<file path="config.mk">
export PLATFORM = sky130hd
export DESIGN_NAME = axis_peak_window
export DESIGN_NICKNAME = d
export VERILOG_FILES = /design/src/rtl/axis_peak_window.sv
export SDC_FILE = /design/constraint.sdc
export NUM_CORES = 1
export LEC_CHECK = 0
export ABC_AREA = 1
export BUFFER_PORTS_ARGS = -buffer_cell sky130_fd_sc_hd__buf_4
export CORE_MARGIN = 2
export CORE_UTILIZATION = 46
export DETAILED_ROUTE_END_ITERATION = 6
export GPL_TIMING_DRIVEN = 0
export PLACE_DENSITY = 0.73
export SLEW_MARGIN = 15
export SYNTH_ARGS = -nofsm -noshare
export SYNTH_HDL_FRONTEND = slang
export SYNTH_SLANG_ARGS = --single-unit
</file>
<file path="constraint.sdc">
create_clock -name clk -period 7.8 [get_ports clk]
set_clock_uncertainty 0.1 [all_clocks]
set_input_delay 0.78 -clock clk [delete_from_list [all_inputs] [get_ports clk]]
set_output_delay 0.78 -clock clk [all_outputs]
set_load 0.01 [all_outputs]
</file>
<file path="src/rtl/axis_peak_window.sv">
// Windowed peak finder: picks the sample with the largest channel magnitude in each
// window of WINDOW_LEN accepted samples. Optional macro PEAK_THRESHOLD_EN adds a discard threshold.
module axis_peak_window #(
  parameter int NUM_CHANNELS  = 4,
  parameter int CHANNEL_WIDTH = 32,
  parameter int WINDOW_LEN    = 64,
  localparam int ABS_WIDTH = (CHANNEL_WIDTH <= 32) ? 16 : 32,
  localparam int IDX_WIDTH = (WINDOW_LEN > 1) ? $clog2(WINDOW_LEN) : 1,
  localparam int CH_WIDTH  = (NUM_CHANNELS > 1) ? $clog2(NUM_CHANNELS) : 1,
  localparam int BUS_W     = NUM_CHANNELS * CHANNEL_WIDTH
) (
  input  logic                 clk,
  input  logic                 rst,
  input  logic                 s_axis_tvalid,
  output logic                 s_axis_tready,
  input  logic [BUS_W-1:0]     s_axis_tdata,
  input  logic [BUS_W-1:0]     s_axis_tdata_abs,
  output logic                 m_axis_tvalid,
  input  logic                 m_axis_tready,
  output logic [BUS_W-1:0]     m_axis_tdata,
  output logic [BUS_W-1:0]     m_axis_tdata_abs,
  output logic [IDX_WIDTH-1:0] m_axis_tindex,
  output logic [CH_WIDTH-1:0]  m_axis_tchan
`ifdef PEAK_THRESHOLD_EN
  ,
  input  logic [ABS_WIDTH-1:0] threshold
`endif
);

  typedef enum logic {SCAN, OUT} state_t;

  localparam logic [IDX_WIDTH-1:0] LAST = IDX_WIDTH'(WINDOW_LEN - 1);

  state_t               state;
  logic [IDX_WIDTH-1:0] count;

  logic [BUS_W-1:0]     peak_data_p1;
  logic [BUS_W-1:0]     peak_abs_p1;
  logic [ABS_WIDTH-1:0] peak_metric_p1;
  logic [IDX_WIDTH-1:0] peak_idx_p1;
  logic [CH_WIDTH-1:0]  peak_chan_p1;

  logic                 vld_p0;
  logic [ABS_WIDTH-1:0] metric_p0;
  logic [CH_WIDTH-1:0]  chan_p0;
  logic                 take_p0;
  logic                 last_p0;
  logic                 pass_p0;

  logic [BUS_W-1:0]     nxt_data;
  logic [BUS_W-1:0]     nxt_abs;
  logic [ABS_WIDTH-1:0] nxt_metric;
  logic [IDX_WIDTH-1:0] nxt_idx;
  logic [CH_WIDTH-1:0]  nxt_chan;

  // Pad bits above ABS_WIDTH in each abs slot carry no magnitude information.
  logic unused_pad;
  assign unused_pad = ^s_axis_tdata_abs;

  // Stage p0: per-sample metric; strict compare keeps the lowest channel on ties.
  always_comb begin
    metric_p0 = '0;
    chan_p0   = '0;
    for (int c = 0; c < NUM_CHANNELS; c++) begin
      if (s_axis_tdata_abs[c*CHANNEL_WIDTH +: ABS_WIDTH] > metric_p0) begin
        metric_p0 = s_axis_tdata_abs[c*CHANNEL_WIDTH +: ABS_WIDTH];
        chan_p0   = CH_WIDTH'(c);
      end
    end
  end

  assign vld_p0  = s_axis_tvalid & s_axis_tready;
  assign take_p0 = (count == '0) || (metric_p0 > peak_metric_p1);
  assign last_p0 = (count == LAST);

  always_comb begin
    nxt_data   = peak_data_p1;
    nxt_abs    = peak_abs_p1;
    nxt_metric = peak_metric_p1;
    nxt_idx    = peak_idx_p1;
    nxt_chan   = peak_chan_p1;
    if (take_p0) begin
      nxt_data   = s_axis_tdata;
      nxt_abs    = s_axis_tdata_abs;
      nxt_metric = metric_p0;
      nxt_idx    = count;
      nxt_chan   = chan_p0;
    end
  end

`ifdef PEAK_THRESHOLD_EN
  assign pass_p0 = (nxt_metric >= threshold);
`else
  assign pass_p0 = 1'b1;
`endif

  // Stage p1: running peak and window control; output registers load at window end.
  always_ff @(posedge clk) begin
    if (rst) begin
      state            <= SCAN;
      count            <= '0;
      s_axis_tready    <= 1'b1;
      m_axis_tvalid    <= 1'b0;
      m_axis_tdata     <= '0;
      m_axis_tdata_abs <= '0;
      m_axis_tindex    <= '0;
      m_axis_tchan     <= '0;
      peak_data_p1     <= '0;
      peak_abs_p1      <= '0;
      peak_metric_p1   <= '0;
      peak_idx_p1      <= '0;
      peak_chan_p1     <= '0;
    end else begin
      case (state)
        SCAN: begin
          if (vld_p0) begin
            peak_data_p1   <= nxt_data;
            peak_abs_p1    <= nxt_abs;
            peak_metric_p1 <= nxt_metric;
            peak_idx_p1    <= nxt_idx;
            peak_chan_p1   <= nxt_chan;
            if (last_p0) begin
              count <= '0;
              if (pass_p0) begin
                m_axis_tdata     <= nxt_data;
                m_axis_tdata_abs <= nxt_abs;
                m_axis_tindex    <= nxt_idx;
                m_axis_tchan     <= nxt_chan;
                m_axis_tvalid    <= 1'b1;
                s_axis_tready    <= 1'b0;
                state            <= OUT;
              end
            end else begin
              count <= count + 1'b1;
            end
          end
        end
        OUT: begin
          if (m_axis_tready) begin
            m_axis_tvalid <= 1'b0;
            s_axis_tready <= 1'b1;
            state         <= SCAN;
          end
        end
        default: state <= SCAN;
      endcase
    end
  end

endmodule
</file>
==> results of run 1 <==
==> worst reg2reg max path, delay by kind of cell (launching register included) <==
| kind | cells | cell delay [ns] |
|---|---|---|
| AOI/OAI and AO/OA | 2 | 0.40 |
| DFF | 1 | 0.38 |
| buffers and inverters | 3 | 1.18 |
| and+or+nand+nor | 4 | 1.22 |
| adders and majority gates | 1 | 0.19 |
==> cell type report <==
type,instances,share of cell area
well taps,664,0.0277
inverters,241,0.0304
flip-flops and latches,553,0.369
plain buffers,216,0.0362
clock inverters,15,0.0112
clock buffers,91,0.0589
repair buffers,527,0.132
diodes,7,0.000584
multi-input cells,2075,0.334
==> flip-flops by register name (all words and copies together), names as in the netlist, 2 cells and up <==
signal and count:
peak_chan_p1 2, count 6, m_axis_tdata 128, peak_abs_p1 128
m_axis_tdata_abs 128, m_axis_tindex 6, peak_data_p1 128, peak_idx_p1 6
peak_metric_p1 16, m_axis_tchan 2
==> kinds of logic after synthesis <==
| family | Yosys count |
|---|---|
| AO/OA/AOI/OAI | 1049 |
| AND/OR/NAND/NOR | 961 |
| flip-flops | 553 |
| buffers and inverters | 458 |
| adder cells (fa/ha/maj) | 64 |
==> where the power goes <==
part | internal, W | leakage (nW) | switching (W)
Sequential | 0.00308 | 4.52 | 0.000106
Clock | 0.00182 | 1.03 | 0.00118
Combinational | 0.000618 | 7.88 | 0.00123
==> metal layers <==
layer / global-route usage / vias up / wire, um
li1: - / 11400 / -
met1: 0.368 / 10600 / 32900
met2: 0.511 / 955 / 37700
met3: 0.0832 / 180 / 7800
met4: 0.136 / 6 / 3630
met5: 0 / - / 41
==> timing repair <==
action | CTS | global route
cloned | 0 | 1
pin swaps | 0 | 6
resized for setup | 73 | 137
setup buffers | 0 | 3
hold buffers | 0 | 0
endpoints found under the setup margin | 544 | 544
==> layout by cell type (no fill, tap or decap), types with 7 or more instances in the layout <==
cell type / n
nor2_1: 338
inv_1: 236
a21oi_1: 324
nand3_2: 7
buf_2: 10
diode_2: 7
nor3_1: 9
clkbuf_2: 48
nand3_1: 58
clkbuf_16: 59
bufinv_16: 8
dfxtp_1: 553
a211oi_1: 8
ha_1: 62
nand2_1: 520
nand2_2: 11
o21ai_0: 668
clkbuf_4: 25
o21ai_1: 30
buf_4: 534
clkbuf_8: 18
clkbuf_1: 132
==> worst max-delay path by stage <==
| stage | slack [ns] | start | cells past startpoint | end |
|---|---|---|---|---|
| after floorplan | 0.19 | s_axis_tdata_abs[15] | 46 | peak_abs_p1[100]$_SDFFE_PP0P_ |
| after global placement | -2.25 | s_axis_tdata_abs[15] | 50 | m_axis_tdata[71]$_SDFFE_PP0P_ |
| after detailed placement | -2.25 | s_axis_tdata_abs[15] | 50 | m_axis_tdata[122]$_SDFFE_PP0P_ |
| after CTS | 0.004 | s_axis_tdata_abs[15] | 49 | m_axis_tdata[122]$_SDFFE_PP0P_ |
| after global routing | -0.08 | s_axis_tdata_abs[11] | 48 | peak_data_p1[6]$_SDFFE_PP0P_ |
| final | 0.34 | s_axis_tdata_abs[11] | 50 | m_axis_tdata_abs[83]$_SDFFE_PP0P_ |
==> stage by stage <==
| stage | instance area, um2 | total power (W) | TNS [ns] | setup WS [ns] |
|---|---|---|---|---|
| 2_1_floorplan | 22800 | 0.00434 | 0 | 0.192 |
| 3_3_place_gp | 27500 | 0.00493 | -1083.77 | -2.25 |
| 3_5_place_dp | 27500 | 0.00495 | -1068.63 | -2.25 |
| 4_1_cts | 29800 | 0.00798 | 0 | 0.00407 |
| 5_1_grt | 30000 | 0.00842 | -4.76 | -0.0753 |
| 6_report | 30000 | 0.00804 | 0 | 0.343 |
==> flow_metrics.py, run 1 <==
metrics = {
    "clock_tree": {
        "clock_latency_ns": 0.63,
        "root_buffer": "clkbuf_16",
        "cts_tree": "yes",
        "clockBufferDepth": 3,
        "cts_made_buffers": 59,
        "cts.sink_count": 553,
        "clk_pin_slew_ns": 0.06,
        "ctsHtreeMaxLevel": 2,
    },
    "setup_path": {
        "r2r_cells": 10,
        "r2r_end": "m_axis_tdata[122]$_SDFFE_PP0P_",
        "cp.arrival_ns": 7.83,
        "cp_top_family": "simple AND/OR/NAND/NOR gates",
        "crit_fanout": 10,
        "worst_setup_path_start_kind": "input pin",
        "rr_startpoint": "count[0]$_SDFFE_PP0P_",
        "crit_buf_inv": 10,
        "critPathSlowestCell": "ha_1",
        "crit_type": "input pin to register",
        "critical_path_required_ns": 8.18,
        "reg2reg_slack_ns": 4.23,
        "crit_path_frequent_cell": "nor2_1",
        "endpoint_kind": "register",
        "slowest_delay_ns": 0.34,
    },
    "routing": {
        "drt-total-wl_um": 82000,
        "via_count": 23100,
        "wl_per_cell_um": 18.7,
        "ant_nets": 0,
        "first_pass_iters": 7,
        "avgViaCountPerCell": 5.27,
        "drt-initial-drc-count": 1836,
        "drc": 0,
    },
    "synth": {
        "synth_area_leaders": "dfxtp_1, o21ai_0, nand2_1",
        "synth_top_family_by_area": "compound AO/OA/AOI/OAI gates",
        "synth_cells": 3085,
        "synth_area_mm2": 0.0228,
        "synth_area_leader_cell": "dfxtp_1",
        "postSynthNetCount": 3409,
        "synth_top_area_share": 0.486,
        "synth-main-ff-cell": "dfxtp_1",
        "async_flop_share": 0,
        "synth_fa_ha_area_frac": 0.0352,
        "synth.avg_cell_area_um2": 7.38,
        "synthXorXnorAreaFrac": 0,
        "synth_seq_area_share": 0.486,
        "synth_edf_count": 0,
        "ys_ff_latch": 553,
        "ys_types": 37,
        "yosys.area_share.simple": 0.168,
        "synth_common_cells": "o21ai_0, dfxtp_1, nand2_1",
        "yosys_warnings": 0,
        "synth_mux_area_frac": 0,
        "synth-compound-area-share": 0.233,
        "yosys.cell_count.top_type": "o21ai_0",
    },
    "sta": {
        "worst_pin_slew_ns": 1.04,
        "period_share": 0.956,
        "slew_viol_final": 0,
        "hold_violations": 0,
        "relSlewSlack": 0.308,
        "whs_ns": 0.285,
        "setup_violations": 0,
        "clock.fmax_mhz": 134,
        "min_period_ns": 7.46,
    },
    "floorplan": {
        "die_y_um": 226,
        "chipWidth_um": 226,
        "ios": 526,
        "core_area_mm2": 0.0488,
        "dieArea_mm2": 0.0513,
        "rows": 81,
        "initial_core_util": 0.466,
    },
    "outcome": {
        "status": "complete, no violations",
    },
    "power_and_ir_drop": {
        "ir_drop_mv": 0.168,
        "pwr_density_cell_mw_per_mm2": 268,
        "p_leak_nw": 13.4,
    },
    "global_route": {
        "grt_pass1_wl_um": 121000,
        "overflow": 0,
        "grt_max_degree": 17,
        "track_usage": 0.306,
        "antenna_found_initial": 8,
        "grt_pass1_vias": 21300,
    },
    "layout": {
        "area_growth_pct": 31.8,
        "seqCellArea_mm2": 0.0111,
        "final_util": 0.614,
        "fillCellCount": 4469,
        "nNetsFinal": 3997,
        "final-instance-count-excl-fill": 4389,
        "multi_input_comb_area_mm2": 0.0100,
        "drive_above_1_share": 0.204,
    },
    "placed_design": {
        "io_buffers": 524,
        "hpwl_um": 61500,
        "gp_congestion": 0.894,
        "dp_cells": 4273,
    },
    "min_path": {
        "hold_end": "peak_abs_p1[112]$_SDFFE_PP0P_",
        "min-delay-start": "s_axis_tdata_abs[112]",
        "hold_path_class": "input pin to register",
        "hold_depth": 3,
    },
    "job": {
        "max-cap-violations": 0,
    },
}
No activity file was read; power rests on OpenSTA's default activity.
==> run 2: changes to the inputs <==
--- a/config.mk
+++ b/config.mk
@@ -5,13 +5,12 @@
 export SDC_FILE = /design/constraint.sdc
 export NUM_CORES = 1
 export LEC_CHECK = 0
-export ABC_AREA = 1
 export BUFFER_PORTS_ARGS = -buffer_cell sky130_fd_sc_hd__buf_4
-export CORE_MARGIN = 2
+export CORE_MARGIN = 4
 export CORE_UTILIZATION = 46
 export DETAILED_ROUTE_END_ITERATION = 6
 export GPL_TIMING_DRIVEN = 0
-export PLACE_DENSITY = 0.73
+export PLACE_DENSITY = 0.72
 export SLEW_MARGIN = 15
 export SYNTH_ARGS = -nofsm -noshare
 export SYNTH_HDL_FRONTEND = slang
==> run 2 against run 1 <==
The flow now finishes with violations (negative setup slack). Worst hold slack improved by 0.030 ns. Cell count fell by 5.9%. Combinational power up 45%. Wire length up 1.7%. Register-to-register slack gained 0.35 ns. Sequential cell count unchanged. Utilization up 3.2 points. Highest routed layer is now met4.
==> flow_metrics.py, run 2 <==
metrics = {
    "clock_tree": {
        "clk_pin_slew_ns": 0.06,
        "root_buffer": "clkbuf_16",
        "cts_tree": "yes",
        "ctsHtreeMaxLevel": 2,
        "clockBufferDepth": 3,
        "cts.sink_count": 553,
        "cts_made_buffers": 58,
        "holdBufCountCts": 0,
        "clock_latency_ns": 0.62,
    },
    "floorplan": {
        "rows": 82,
        "dieArea_mm2": 0.0552,
        "chipWidth_um": 235,
        "die_y_um": 235,
        "initial_core_util": 0.469,
        "ios": 526,
        "core_area_mm2": 0.0506,
    },
    "placed_design": {
        "place_area_mm2": 0.0291,
        "hpwl_um": 62100,
        "gp_congestion": 0.923,
        "io_buffers": 524,
    },
    "synth": {
        "postSynthNetCount": 3100,
        "yosys.cell_count.top_type": "nand2_1",
        "synth_cells": 2776,
        "synth_area_leaders": "dfxtp_1, mux2i_1, nand2_1",
        "yosys_warnings": 0,
        "synth_top_area_share": 0.467,
        "synth_common_cells": "nand2_1, dfxtp_1, a21oi_1",
        "ys_types": 51,
        "synth_area_mm2": 0.0237,
        "synth.avg_cell_area_um2": 8.54,
        "synth_seq_area_share": 0.467,
        "synth-main-ff-cell": "dfxtp_1",
        "synth_edf_count": 0,
        "async_flop_share": 0,
        "synth_area_leader_cell": "dfxtp_1",
        "ys_ff_latch": 553,
    },
    "setup_path": {
        "cp_top_family": "compound AO/OA/AOI/OAI gates",
        "slowest_delay_ns": 0.42,
        "cp.arrival_ns": 8.59,
        "rr_startpoint": "count[0]$_SDFFE_PP0P_",
        "worst_setup_path_start_kind": "input pin",
        "endpoint_kind": "register",
        "critical_path_required_ns": 8.23,
        "reg2reg_slack_ns": 4.58,
        "crit_fanout": 10,
        "crit_buf_inv": 9,
        "r2r_cells": 7,
        "crit_type": "input pin to register",
        "r2r_end": "m_axis_tdata_abs[81]$_SDFFE_PP0P_",
        "critPathSlowestCell": "or3_4",
    },
    "sta": {
        "hold_violations": 0,
        "slew_viol_final": 0,
        "min_period_ns": 8.16,
        "rsz0062_at_grt": "yes",
        "setup_ws_ns": -0.359,
        "period_share": 1.05,
        "tns_ns": -149.52,
        "clock.fmax_mhz": 123,
        "whs_ns": 0.315,
        "setup_violations": 544,
        "worst_pin_slew_ns": 1.28,
        "relSlewSlack": 0.145,
    },
    "routing": {
        "drt-total-wl_um": 83400,
        "drt-initial-drc-count": 1304,
        "via_count": 22700,
        "first_pass_iters": 7,
        "avgViaCountPerCell": 5.50,
        "ant_nets": 0,
        "wl_per_cell_um": 20.2,
        "drc": 0,
    },
    "layout": {
        "layout_commonest_cell": "buf_4",
        "stdcell_area_mm2": 0.0327,
        "nNetsFinal": 3739,
        "fillCellCount": 4227,
        "drive_above_1_share": 0.267,
        "layout_common_cells": "buf_4, nand2_1, dfxtp_1, nor2_1, a211oi_1",
        "area_growth_pct": 37.9,
    },
    "global_route": {
        "track_usage": 0.280,
        "overflow": 0,
        "grt_max_degree": 16,
        "grt_pass1_vias": 22300,
        "antenna_found_initial": 9,
        "grt_pass1_wl_um": 125000,
    },
    "power_and_ir_drop": {
        "p_leak_nw": 13.0,
        "pwr_density_cell_mw_per_mm2": 262,
        "total_power_w": 0.00857,
        "ir_drop_mv": 0.206,
    },
    "min_path": {
        "hold_path_class": "input pin to register",
        "min-delay-start": "s_axis_tdata[114]",
        "hold_depth": 3,
        "hold_end": "peak_data_p1[114]$_SDFFE_PP0P_",
    },
    "job": {
        "max-cap-violations": 0,
    },
    "outcome": {
        "status": "complete, but fails checks",
        "violations": "negative setup slack",
    },
}
[run 2: power breakdown]
group / switching [W] / internal [W] / total, W
clock network: 0.00114 / 0.00164 / 0.00278
logic: 0.00142 / 0.00128 / 0.00269
registers: 0.0000940 / 0.00301 / 0.00310
[run 2: worst max-delay path by stage]
| stage | from | to | depth (start not counted) |
|---|---|---|---|
| 2_1_floorplan | s_axis_tdata_abs[45] | m_axis_tdata[0]$_SDFFE_PP0P_ | 42 |
| 3_3_place_gp | s_axis_tdata_abs[15] | peak_data_p1[127]$_SDFFE_PP0P_ | 43 |
| 3_5_place_dp | s_axis_tdata_abs[15] | peak_idx_p1[1]$_SDFFE_PP0P_ | 43 |
| 4_1_cts | s_axis_tdata_abs[13] | peak_metric_p1[5]$_SDFFE_PP0P_ | 46 |
| 5_1_grt | s_axis_tdata_abs[15] | peak_abs_p1[115]$_SDFFE_PP0P_ | 49 |
| 6_report | s_axis_tdata_abs[15] | peak_data_p1[26]$_SDFFE_PP0P_ | 45 |
[run 2: worst register-to-register path, stage by stage, from the launching register on]
cell and delay, ns:
dfxtp_1 0.49, ha_1 0.27, nand3_1 0.13, nor2_1 0.31, clkbuf_1 0.98, clkbuf_1 0.47
nor2_1 0.10, a211oi_1 0.25
[run 2: per-stage QoR]
step                      cells  utilization  setup slack (ns)
after floorplan            2776            -            -0.159
after global placement     3972        0.575             -1.76
after global routing       4132        0.646            -0.715
after detailed placement   3972        0.575             -1.92
after CTS                  4100        0.630            -0.248
final                      4132        0.646            -0.359
[run 2: logic make-up (layout without fill, tap and decap cells)]
family | count (synthesis) | after routing | share of synthesized area
and+or+nand+nor | 957 | 957 | 0.159
AOI/OAI and AO/OA | 654 | 654 | 0.177
DFF | 553 | 553 | 0.467
muxes | 277 | 277 | 0.117
buffers and inverters | 265 | 941 | 0.0439
adders and majority gates | 64 | 64 | 0.0338
xor gates and xnor gates | 6 | 6 | 0.00222
other | 0 | 8 | 0
[run 2: final cells by class]
type,instances,area (um2),area share
clock inverters,19,258,0.00788
clock buffers,78,1650,0.0504
inverters,39,169,0.00517
diodes,8,20.0,0.000612
flip-flops and latches,553,11100,0.339
multi-input cells,1958,12300,0.376
plain buffers,226,1870,0.0571
well taps,672,841,0.0257
repair buffers,579,4540,0.139
[run 2: what timing repair did]
| item | in CTS | in global routing |
|---|---|---|
| gates cloned | 4 | 5 |
| endpoints found under the setup margin | 544 | 544 |
| pin swaps | 39 | 69 |
| buffers inserted | 27 | 19 |
| gates resized for setup | 121 | 188 |
[run 2: per-layer routing]
metal,global-route usage,share of wire,vias up
li1,-,-,10900
met1,0.347,0.41,10900
met2,0.484,0.49,782
met3,0.0471,0.059,179
met4,0.118,0.041,0
met5,0,0,-
